<file path="src/rtl/vector_pkg.sv">
// Shared opcodes, field positions and state encoding
// for the vector display-list sequencer.
package vector_pkg;

  localparam int COORD_W = 12;
  localparam int INT_W   = 8;

  localparam int OP_HI = 31;
  localparam int OP_LO = 30;
  localparam int X_HI  = 23;
  localparam int X_LO  = 12;
  localparam int Y_HI  = 11;
  localparam int Y_LO  = 0;
  localparam int I_HI  = 7;
  localparam int I_LO  = 0;

  typedef enum logic [1:0] {
    OP_JUMP   = 2'b00,
    OP_DRAW   = 2'b01,
    OP_INTENS = 2'b10,
    OP_END    = 2'b11
  } op_e;

  typedef enum logic [2:0] {
    S_IDLE,
    S_FETCH,
    S_DECODE,
    S_ISSUE,
    S_HOLD
  } state_e;

endpackage

</file>
<file path="src/rtl/vector_list_sequencer_frame_timer.sv">
// Free-running frame period counter; frame_tick
// marks the cycle in which the count wraps to 0.
module frame_timer #(
  parameter int unsigned FRAME_CYCLES = 833333
) (
  input  logic clk,
  input  logic reset,
  output logic frame_tick
);

  localparam int W = $clog2(FRAME_CYCLES);
  localparam logic [W-1:0] LAST = W'(FRAME_CYCLES - 1);

  logic [W-1:0] cnt_q;
  logic [W-1:0] cnt_d;

  // Wrap detection and next count.
  always_comb begin
    frame_tick = (cnt_q == LAST);
    cnt_d      = frame_tick ? '0 : cnt_q + 1'b1;
  end

  // Counter register.
  always_ff @(posedge clk or negedge reset) begin
    if (!reset) cnt_q <= '0;
    else        cnt_q <= cnt_d;
  end

endmodule

</file>
<file path="src/rtl/vector_list_sequencer.sv">
// Walks the display list once per frame and issues
// jump/draw strobes to the vector control block.
module vector_list_sequencer
  import vector_pkg::*;
#(
  parameter int          ADDR_W       = 10,
  parameter int unsigned FRAME_CYCLES = 833333,
  parameter int unsigned HOLDOFF      = 2
) (
  input  logic               clk,
  input  logic               reset,
  input  logic               enable,
  output logic [ADDR_W-1:0]  mem_addr,
  input  logic [31:0]        mem_rdata,
  output logic [COORD_W-1:0] x,
  output logic [COORD_W-1:0] y,
  output logic               jump,
  output logic               draw,
  input  logic               ready,
  output logic [INT_W-1:0]   intensity,
  output logic               busy,
  output logic               frame_done,
  output logic               overrun
);

  localparam int HW =
    (HOLDOFF < 1) ? 1 : $clog2(HOLDOFF + 1);

  state_e             state_q, state_d;
  logic [ADDR_W-1:0]  addr_q, addr_d;
  logic [COORD_W-1:0] x_q, x_d, y_q, y_d;
  logic [INT_W-1:0]   int_q, int_d;
  logic [HW-1:0]      hold_q, hold_d;
  logic               jump_q, jump_d;
  logic               draw_q, draw_d;
  logic               busy_q, busy_d;
  logic               fd_q, fd_d;
  logic               ovr_q, ovr_d;
  logic               isd_q, isd_d;
  logic               tick;
  logic               last;
  op_e                op;

  frame_timer #(
    .FRAME_CYCLES(FRAME_CYCLES)
  ) u_timer (
    .clk       (clk),
    .reset     (reset),
    .frame_tick(tick)
  );

  assign op   = op_e'(mem_rdata[OP_HI:OP_LO]);
  assign last = (addr_q == '1);

  // Next-state and output logic; the last list slot
  // finishing acts as an implicit END.
  always_comb begin
    state_d = state_q;
    addr_d  = addr_q;
    x_d     = x_q;
    y_d     = y_q;
    int_d   = int_q;
    hold_d  = hold_q;
    isd_d   = isd_q;
    busy_d  = busy_q;
    jump_d  = 1'b0;
    draw_d  = 1'b0;
    fd_d    = 1'b0;
    ovr_d   = ovr_q | (tick & busy_q);
    unique case (state_q)
      S_IDLE: begin
        if (tick && enable) begin
          addr_d  = '0;
          busy_d  = 1'b1;
          state_d = S_FETCH;
        end
      end
      S_FETCH: state_d = S_DECODE;
      S_DECODE: begin
        unique case (op)
          OP_JUMP, OP_DRAW: begin
            x_d     = mem_rdata[X_HI:X_LO];
            y_d     = mem_rdata[Y_HI:Y_LO];
            isd_d   = (op == OP_DRAW);
            state_d = S_ISSUE;
          end
          OP_INTENS: begin
            int_d = mem_rdata[I_HI:I_LO];
            if (last) begin
              fd_d    = 1'b1;
              busy_d  = 1'b0;
              state_d = S_IDLE;
            end else begin
              addr_d  = addr_q + 1'b1;
              state_d = S_FETCH;
            end
          end
          OP_END: begin
            fd_d    = 1'b1;
            busy_d  = 1'b0;
            state_d = S_IDLE;
          end
        endcase
      end
      S_ISSUE: begin
        if (ready) begin
          jump_d  = !isd_q;
          draw_d  = isd_q;
          hold_d  = HW'(HOLDOFF);
          state_d = S_HOLD;
        end
      end
      S_HOLD: begin
        if (hold_q > 1) begin
          hold_d = hold_q - 1'b1;
        end else if (last) begin
          fd_d    = 1'b1;
          busy_d  = 1'b0;
          state_d = S_IDLE;
        end else if (enable) begin
          addr_d  = addr_q + 1'b1;
          state_d = S_FETCH;
        end else begin
          busy_d  = 1'b0;
          state_d = S_IDLE;
        end
      end
      default: state_d = S_IDLE;
    endcase
  end

  // State and output registers.
  always_ff @(posedge clk or negedge reset) begin
    if (!reset) begin
      state_q <= S_IDLE;
      addr_q  <= '0;
      x_q     <= '0;
      y_q     <= '0;
      int_q   <= '0;
      hold_q  <= '0;
      isd_q   <= 1'b0;
      busy_q  <= 1'b0;
      jump_q  <= 1'b0;
      draw_q  <= 1'b0;
      fd_q    <= 1'b0;
      ovr_q   <= 1'b0;
    end else begin
      state_q <= state_d;
      addr_q  <= addr_d;
      x_q     <= x_d;
      y_q     <= y_d;
      int_q   <= int_d;
      hold_q  <= hold_d;
      isd_q   <= isd_d;
      busy_q  <= busy_d;
      jump_q  <= jump_d;
      draw_q  <= draw_d;
      fd_q    <= fd_d;
      ovr_q   <= ovr_d;
    end
  end

  assign mem_addr   = addr_q;
  assign x          = x_q;
  assign y          = y_q;
  assign jump       = jump_q;
  assign draw       = draw_q;
  assign intensity  = int_q;
  assign busy       = busy_q;
  assign frame_done = fd_q;
  assign overrun    = ovr_q;

endmodule

</file>
<file path="config.mk">
export PLATFORM = sky130hd
export DESIGN_NAME = vector_list_sequencer
export DESIGN_NICKNAME = d
export VERILOG_FILES = /design/src/rtl/vector_pkg.sv /design/src/rtl/vector_list_sequencer_frame_timer.sv /design/src/rtl/vector_list_sequencer.sv
export SDC_FILE = /design/constraint.sdc
export NUM_CORES = 1
export LEC_CHECK = 0
export ABC_CLOCK_PERIOD_IN_PS = 3800
export CELL_PAD_IN_SITES_DETAIL_PLACEMENT = 0
export CELL_PAD_IN_SITES_GLOBAL_PLACEMENT = 2
export CORE_ASPECT_RATIO = 1.75
export CORE_MARGIN = 3
export CORE_UTILIZATION = 32
export CTS_CLUSTER_SIZE = 8
export DETAILED_ROUTE_END_ITERATION = 8
export GPL_TIMING_DRIVEN = 0
export PLACE_DENSITY_LB_ADDON = 0.1
export SYNTH_ARGS = -nofsm -noshare
export SYNTH_HDL_FRONTEND = slang
export SYNTH_HIERARCHICAL = 1
export SYNTH_SLANG_ARGS = --single-unit
</file>
<file path="constraint.sdc">
create_clock -name clk -period 3.8 [get_ports clk]
set_clock_uncertainty 0.1 [all_clocks]
set_input_delay 0.76 -clock clk [delete_from_list [all_inputs] [get_ports clk]]
set_output_delay 0.76 -clock clk [all_outputs]
set_load 0.005 [all_outputs]
</file>
* Yosys cells after proc, flatten, opt, wreduce, memory -nomap -nowiden
Cells that the tools add are included.
** Storage, ports and cells
- Output and inout port bits :: 47
- Memories :: 0
- Latch bits :: 0
- Memory bits (writable) :: 0
- Memory bits (read-only) :: 0
- Register bits after elaboration :: 73
** Operators by class
- Shifts and indexed selects :: 0
- $mul :: 0
- Reduce and logical (&&, ||, !) cells :: 13
- Bitwise operators :: 2
- Divide/modulo/power cells :: 0
- Multiplexer cells :: 34
- Equality and inequality tests :: 20
- Magnitude comparators :: 1
- Add/subtract/negate cells :: 3
** Operators with widths (count)
- 2-to-1 mux 10 bit :: 6
- case mux 10 bit (3 select lines) :: 1
- adder 20 x 1 -> 20 bit (second input constant) :: 1
- equality test 20 bit (second input constant) :: 1
- 2-to-1 mux 20 bit :: 1
- != test 2 bit (second input constant) :: 8
- case mux 3 bit (5 select lines) :: 1
- 2-to-1 mux 1 bit :: 14
- adder 10 x 1 -> 10 bit (second input constant) :: 1
- equality test 10 bit (second input constant) :: 1
- 2-to-1 mux 3 bit :: 3
- case mux 3 bit (3 select lines) :: 1
- AND reduction 7 bit :: 1
- equality test 3 x 2 -> 1 bit (second input constant) :: 2
- != test 3 bit (second input constant) :: 2
- case mux 1 bit (2 select lines) :: 3
- AND reduction 3 bit :: 2
- AND reduction 6 bit :: 1
- equality test 2 bit (second input constant) :: 2
- 2-to-1 mux 2 bit :: 2
- case mux 2 bit (2 select lines) :: 1
- AND reduction 2 bit :: 2
- equality test 3 x 1 -> 1 bit (second input constant) :: 1
- equality test 3 bit (second input constant) :: 1
- other kinds (14) :: 14

* Longest topological paths before layout
Gate-level depths: netlist (run 1).
- Depth after elaboration :: 5
- Depth in mapped cells :: 11

* Modules after synthesis
The synthesis (run 1) kept the hierarchy.
** Modules (own cells, without submodules)
- vector_list_sequencer :: instances 1, sequential area each 1326.3 um^2, area an instance 2402.3 um^2, cells each 197
- frame_timer :: instances 1, sequential area each 500.5 um^2, area an instance 988.4 um^2, cells each 98

* Worst setup path after synthesis (run 1)
OpenSTA, ideal clock, no wires.
- Path type :: flip-flop to flip-flop
- Start :: register u_timer.cnt_q[11]
- End :: register addr_q[7], in the netlist mem_addr[7]
- Path buffers :: 2
- Data required time :: 3.578 ns
- Arrival time :: 2.576 ns
- Period minus slack after synthesis :: 2.797 ns
- Stages on the path, launching flop included :: 11
- Slack :: 1.003 ns
- Path through :: dfrtp_1 > or4b_1 > or4_4 > nor3_2 > buf_4 > o21a_1 > nand2_1 > a21oi_4 > buf_6 > o21ai_1 > a32o_1
** Between the ends
- Word-level cells in the longest chain between the ends :: 4
** RTL lines
- from (decl) :: line vector_list_sequencer_frame_timer.sv:14 : logic [W-1:0] cnt_q;
- from (signal assigned) :: line vector_list_sequencer_frame_timer.sv:26 : else cnt_q <= cnt_d;
- equality test 20 bit :: line vector_list_sequencer_frame_timer.sv:19 : frame_tick = (cnt_q == LAST);
- named net tick :: line vector_list_sequencer.sv:40 : logic tick;
- logical AND 1 bit :: line vector_list_sequencer.sv:72 : if (tick && enable) begin
- != test 2 bit (no source line)
- AND reduction 7 bit (no source line)
- to (signal assigned) :: line vector_list_sequencer.sv:149 : addr_q <= addr_d;
- to (decl) :: line vector_list_sequencer.sv:30 : logic [ADDR_W-1:0] addr_q, addr_d;
The timed path passes the listed nets, and every way through them passes these cells.
A chain may end at the register's enable or synchronous reset.

* Worst setup path after layout (run 1)
- Start :: register u_timer.cnt_q[11]
- End :: register addr_q[1], in the netlist mem_addr[1]
Same word-level chain as after synthesis.

==> impl_metrics.env, run 1 <==
export IMPL_status="complete, no violations"
export IMPL_critical_path_endpoint="mem_addr[1]"
export IMPL_setup_worst_path_start_class="flop"
export IMPL_synth_area_top_cells="dfrtp_1 (54%), mux2_2 (11%), nor2_1 (3.2%), xnor2_1 (2.8%), nand3_1 (2.1%)"
export IMPL_wirelength_mm=8.659
export IMPL_r2r_start="u_timer/cnt_q[11]"
export IMPL_power_frac_seq_pct=37.3
export IMPL_hpwlAfterDp_mm=6.317
export IMPL_timing_hold_ws_ps=203.0
export IMPL_setup_worst_path_start="u_timer/cnt_q[11]"
export IMPL_gp_congestion=0.7166
export IMPL_yosysSeqAreaShare_pct=53.87
export IMPL_fin_crit_sh_pct=81.27
export IMPL_reg2reg_slack_ps=710
export IMPL_p_int_mw=2.120
export IMPL_cts_htree_levels=3
export IMPL_tightest_slew_ps=568.2
export IMPL_finish_net_count=423
export IMPL_die_area_sq_mm=0.01192
export IMPL_worstSetupEndpointType="flop"
export IMPL_power_density_mw_per_mm2=641.8
export IMPL_netlist_instances=295
export IMPL_cap_violations=0
export IMPL_power_mw=2.977
export IMPL_slew_violations=0
export IMPL_fp_row_count=49
export IMPL_synth_edf_count=0
export IMPL_fin_util_pct=45.03
export IMPL_r2r_end="mem_addr[1]"
export IMPL_io_pins=83
export IMPL_p_sw_mw=0.8570
export IMPL_power_frac_comb_pct=33.6
export IMPL_grt_max_degree=56
export IMPL_gr_total_overflow=0
export IMPL_vias_per_cell=5.008
export IMPL_cts_tree="done"
export IMPL_final_cells=515
export IMPL_cp_data_arrival_time_ps=3210
export IMPL_async_reset_ff_share_pct=100.0
export IMPL_port_buffers=76
export IMPL_post_cts_buffers=0
export IMPL_critPathKind="reg2reg"
export IMPL_path_cells="or4b_1 -> or4_4 -> nor3_2 -> buf_4 -> o21a_1 -> nand2_1 -> a21oi_4 -> buf_6 -> o21ai_1 -> a22o_1"
export IMPL_place_area_sq_mm=0.004335
export IMPL_ant_nets=0
export IMPL_ctsResizeCount=0
export IMPL_drive_gt1_share_pct=18.81
export IMPL_clkSinkCount=73
export IMPL_syn_num_nets=335
export IMPL_cts_max_path_buffers=2
export IMPL_wl_per_cell_microns=16.81
export IMPL_synthFlopType="dfrtp_1"
export IMPL_reg2reg_depth=10
export IMPL_cts_root_buf="clkbuf_16"
export IMPL_synthToLayoutAreaGrowth_pct=36.79
export IMPL_clock_latency_ps=330
export IMPL_yosys_warnings=6
export IMPL_worstPathMaxFanout=12
export IMPL_synth_cell_type_count=54
export IMPL_grtUsageTotal_pct=15.44
export IMPL_cts_buffers=9
export IMPL_hold_buffers=0
export IMPL_hp_class="in2async"
export IMPL_slowest_delay_ps=530
export IMPL_post_place_ws_ps=680.3
export IMPL_num_vias=2579
export IMPL_peakVddDrop_v=0.0002991
export IMPL_fmax_ghz=0.3238
export IMPL_syn_mean_instance_area_sq_um=11.49
export IMPL_path_clk_slew_ps=60
export IMPL_rsz0062_at_grt="no"
export IMPL_die_w_microns=83.82
export IMPL_die_height_microns=142.2
export IMPL_setup_violations=0
export IMPL_route_detailed_drc=0
export IMPL_fin_crit_ps=3088
export IMPL_slowest_stage="or4b_1"
export IMPL_cp_required_ps=3920
export IMPL_first_iter_violations=132
export IMPL_core_area_sq_mm=0.01030
export IMPL_hold_violations=0
export IMPL_dp_cells=499
export IMPL_ys_ff_latch=73
export IMPL_first_pass_iters=4
export IMPL_final_area_sq_mm=0.004638
export IMPL_synth_top_area_share_pct=53.87
export IMPL_grt_pass1_wl_mm=14.28
export IMPL_setup_slack_ps=711.6
export IMPL_syn_area_sq_mm=0.003391
export IMPL_power_leakage_nw=1.975
export IMPL_power_frac_clock_pct=29.0
export IMPL_antenna_cells=0
export IMPL_relSlewSlack_pct=61.77
export IMPL_finalSetupTns_ps=0
export IMPL_grt_antenna_before_repair=0
export IMPL_initial_utilization_pct=32.92
export IMPL_p_sw_share_pct=28.79
export IMPL_grt_pass1_vias=2614
export IMPL_yosysTopAreaCell="dfrtp_1"
cells by family after synthesis:
kind of cell    share of synthesized area, %
fa+ha+maj                              1.476
flops                                  53.87
xor+xnor                               3.874
mux                                    10.92
buf+inv                                2.989
simple gates                           16.42
compound gates                         10.44
final cells by class:
| class | count | area [sq um] |
|---|---|---|
| timing repair buffer | 77 | 785.8 |
| inverter | 9 | 33.78 |
| clock buffer | 9 | 225.2 |
| clock inverter | 7 | 77.57 |
| tap | 127 | 158.9 |
| buffer | 10 | 67.56 |
| sequential | 73 | 1827 |
| fill | 1011 | 5662 |
| multi-input combinational | 203 | 1463 |
worst max-delay path, delay by kind of cell, from the launching register on:
kind | cells | cell delay (ps)
AOI/OAI and AO/OA | 4 | 630
and+or+nand+nor | 4 | 1370
DFF | 1 | 440
buffers and inverters | 2 | 420
power by group through the flow:
stage	sequential (mW)	clock [mW]	combinational (mW)
floorplan	1.13	0	0.449
global placement	1.12	0	1.01
detailed placement	1.12	0	1.02
CTS	1.11	0.895	1.02
global route	1.14	0.927	1.09
finish	1.11	0.864	1.00
cells in the mapped netlist, types with 3 or more instances:
| master | number |
|---|---|
| dfrtp_1 | 73 |
| mux2_2 | 32 |
| nor2_1 | 29 |
| nand2_1 | 14 |
| nand3_1 | 14 |
| a21oi_1 | 13 |
| xnor2_1 | 11 |
| inv_1 | 9 |
| nand4_1 | 8 |
| o21ai_0 | 7 |
| buf_2 | 6 |
| nor3_1 | 5 |
| a21o_1 | 4 |
| and4_1 | 4 |
| ha_1 | 4 |
| nor4_1 | 4 |
| o21ai_1 | 4 |
| or3_1 | 4 |
| xor2_1 | 4 |
| nand2b_1 | 3 |
worst min-delay path by stage:
stage,endpoint,cells after the start,slack (ps),from
CTS,u_timer/cnt_q[0],1,200,reset
detailed placement,jump,1,330,isd_q
global route,u_timer/cnt_q[0],1,220,reset
finish,state_q[2],1,200,reset
global placement,jump,1,310,isd_q
floorplan,jump,1,300,isd_q
flip-flops by register name, summed over array words and instances, names as in the netlist:
register	flops
busy	1
intensity	8
frame_done	1
state_q	3
jump	1
mem_addr	10
hold_q	2
u_timer/cnt_q	20
y	12
isd_q	1
x	12
draw	1
overrun	1
cells in the final DEF (no fill, tap or decap), types with 5 or more instances in the layout:
master	count
nand3_1	14
clkbuf_16	9
dfrtp_1	73
o21ai_0	7
xnor2_1	11
mux2_2	32
nor3_1	5
clkdlybuf4s50_1	75
a21oi_1	13
buf_2	6
nand2_1	14
inv_1	9
nor2_1	29
nand4_1	8
per-layer routing:
layer	GRT usage, %	up-vias	wire, microns
met5	0	-	0
met1	17.32	1271	3398
met2	27.78	45	4820
met4	6.525	0	217
met3	3.708	14	223
li1	-	1249	-
(Power assumes the default switching activity.)
==> inputs of run 2 (changes only) <==
ABC_CLOCK_PERIOD_IN_PS = 3200   (was 3800)
clock period = 3.2 ns   (was 3.8 ns; I/O delays follow)
==> run 2 against run 1 <==
Power increased by 19%. Global-route usage unchanged. Register-to-register slack got worse by 540 ps. Sequential share of layout area decreased by 0.053 points. Final cell count unchanged. Utilization increased by 0.061 points. Count of clock-buffer cells in the layout unchanged. Via count increased by 0.39%.
==> impl_metrics.env, run 2 (synthesis gave the netlist of run 1 again) <==
export IMPL_status="complete, no violations"
export IMPL_reg2reg_depth=10
export IMPL_cts_root_buf="clkbuf_16"
export IMPL_first_pass_iters=5
export IMPL_vias_per_cell=5.027
export IMPL_fp_row_count=49
export IMPL_setup_violations=0
export IMPL_nFillCells=1012
export IMPL_route_detailed_drc=0
export IMPL_final_cells=515
export IMPL_worstPathMaxFanout=12
export IMPL_cap_violations=0
export IMPL_final_area_sq_mm=0.004644
export IMPL_multi_input_area_sq_mm=0.001469
export IMPL_finish_net_count=423
export IMPL_r2r_end="mem_addr[1]"
export IMPL_die_height_microns=142.2
export IMPL_wirelength_mm=8.678
export IMPL_cts_max_path_buffers=2
export IMPL_grtUsageTotal_pct=15.44
export IMPL_clock_latency_ps=330
export IMPL_hold_violations=0
export IMPL_grt_pass1_vias=2614
export IMPL_ant_nets=0
export IMPL_synthToLayoutAreaGrowth_pct=36.97
export IMPL_port_buffers=76
export IMPL_reg2reg_slack_ps=170
export IMPL_critPathKind="reg2reg"
export IMPL_num_vias=2589
export IMPL_power_leakage_nw=1.992
export IMPL_largest_reg_flops=20
export IMPL_worstSetupEndpointType="flop"
export IMPL_cts_tree="done"
export IMPL_post_cts_buffers=0
export IMPL_gp_congestion=0.7166
export IMPL_grt_max_degree=56
export IMPL_place_area_sq_mm=0.004335
export IMPL_power_density_mw_per_mm2=760.8
export IMPL_fin_crit_sh_pct=94.78
export IMPL_cts_buffers=9
export IMPL_drive_gt1_share_pct=18.81
export IMPL_final_common_cell="clkdlybuf4s50_1"
export IMPL_fin_crit_ps=3033
export IMPL_rsz0062_at_grt="no"
export IMPL_fmax_ghz=0.3297
export IMPL_initial_utilization_pct=32.92
export IMPL_core_area_sq_mm=0.01030
export IMPL_cp_required_ps=3320
export IMPL_final_cell_mix="clkdlybuf4s50_1 (75), dfrtp_1 (73), mux2_2 (32)"
export IMPL_r2r_start="u_timer/cnt_q[11]"
export IMPL_regMostFlops="u_timer/cnt_q"
export IMPL_relSlewSlack_pct=61.42
export IMPL_clkSinkCount=73
export IMPL_grt_antenna_before_repair=0
export IMPL_regArea_sq_mm=0.001827
export IMPL_hpwlAfterDp_mm=6.317
export IMPL_die_w_microns=83.82
export IMPL_path_clk_slew_ps=60
export IMPL_cp_data_arrival_time_ps=3150
export IMPL_slew_violations=0
export IMPL_wl_per_cell_microns=16.85
export IMPL_grt_pass1_wl_mm=14.28
export IMPL_first_iter_violations=130
export IMPL_io_pins=83
export IMPL_antenna_cells=0
export IMPL_gr_total_overflow=0
export IMPL_cts_htree_levels=3
export IMPL_setup_worst_path_start_class="flop"
export IMPL_dp_cells=499
export IMPL_die_area_sq_mm=0.01192
export IMPL_finalSetupTns_ps=0
export IMPL_hp_class="in2async"
export IMPL_peakVddDrop_v=0.0003544
export IMPL_tightest_slew_ps=573.4
run 2: what timing repair did:
item / 4_1_cts / 5_1_grt
gates resized for setup: 0 / 1
endpoints found under the setup margin: 0 / 3
hold buffers: 0 / 0
run 2: report_power, final:
group,total [mW],internal (mW),switching (mW)
clock,1.02,0.610,0.414
sequential,1.32,1.18,0.140
combinational,1.19,0.727,0.462
run 2: routing by layer:
metal | vias up | routed length (microns) | GRT usage (%)
li1 | 1249 | - | -
met1 | 1279 | 3439 | 17.32
met2 | 48 | 4831 | 27.78
met3 | 13 | 205 | 3.708
met4 | 0 | 201 | 6.525
met5 | - | 0 | 0
run 2: cell type report:
type                       count  share of cell area, %
sequential                    73                  39.33
clock inverter                 7                  1.670
timing repair buffer          77                  16.92
clock buffer                   9                  4.849
multi-input combinational    203                  31.63
inverter                       9                 0.7274
buffer                        10                  1.455
tap                          127                  3.421
run 2: worst max-delay path, cell delays in order (launching register included):
cell	delay, ps
dfrtp_1	430
or4b_1	530
or4_4	450
nor3_4	250
buf_4	240
o21a_1	150
nand2_1	110
a21oi_4	200
buf_6	160
o21ai_1	90
a22o_1	190
run 2: worst max path at each step:
stage / startpoint / to / slack, ps / cells past startpoint
after floorplan: u_timer/cnt_q[11] / mem_addr[7] / 400 / 10
after global placement: reset / mem_addr[5] / -1340 / 1
after detailed placement: u_timer/cnt_q[11] / mem_addr[1] / 80 / 10
after CTS: u_timer/cnt_q[11] / mem_addr[1] / 70 / 10
after global routing: u_timer/cnt_q[11] / mem_addr[1] / 10 / 10
final: u_timer/cnt_q[11] / mem_addr[1] / 170 / 10
run 2: stage by stage:
step / hold slack [ps] / total power [mW] / setup slack [ps] / util [%]
4_1_cts: 82.38 / 3.601 / 66.40 / 45.03
2_1_floorplan: 244.4 / 1.876 / 402.9 / -
6_report: 82.86 / 3.534 / 167.1 / 45.09
5_1_grt: 95.81 / 3.753 / 11.68 / 45.09
3_5_place_dp: 328.1 / 2.546 / 80.34 / 42.09
3_3_place_gp: 314.7 / 2.523 / -1340 / 41.85
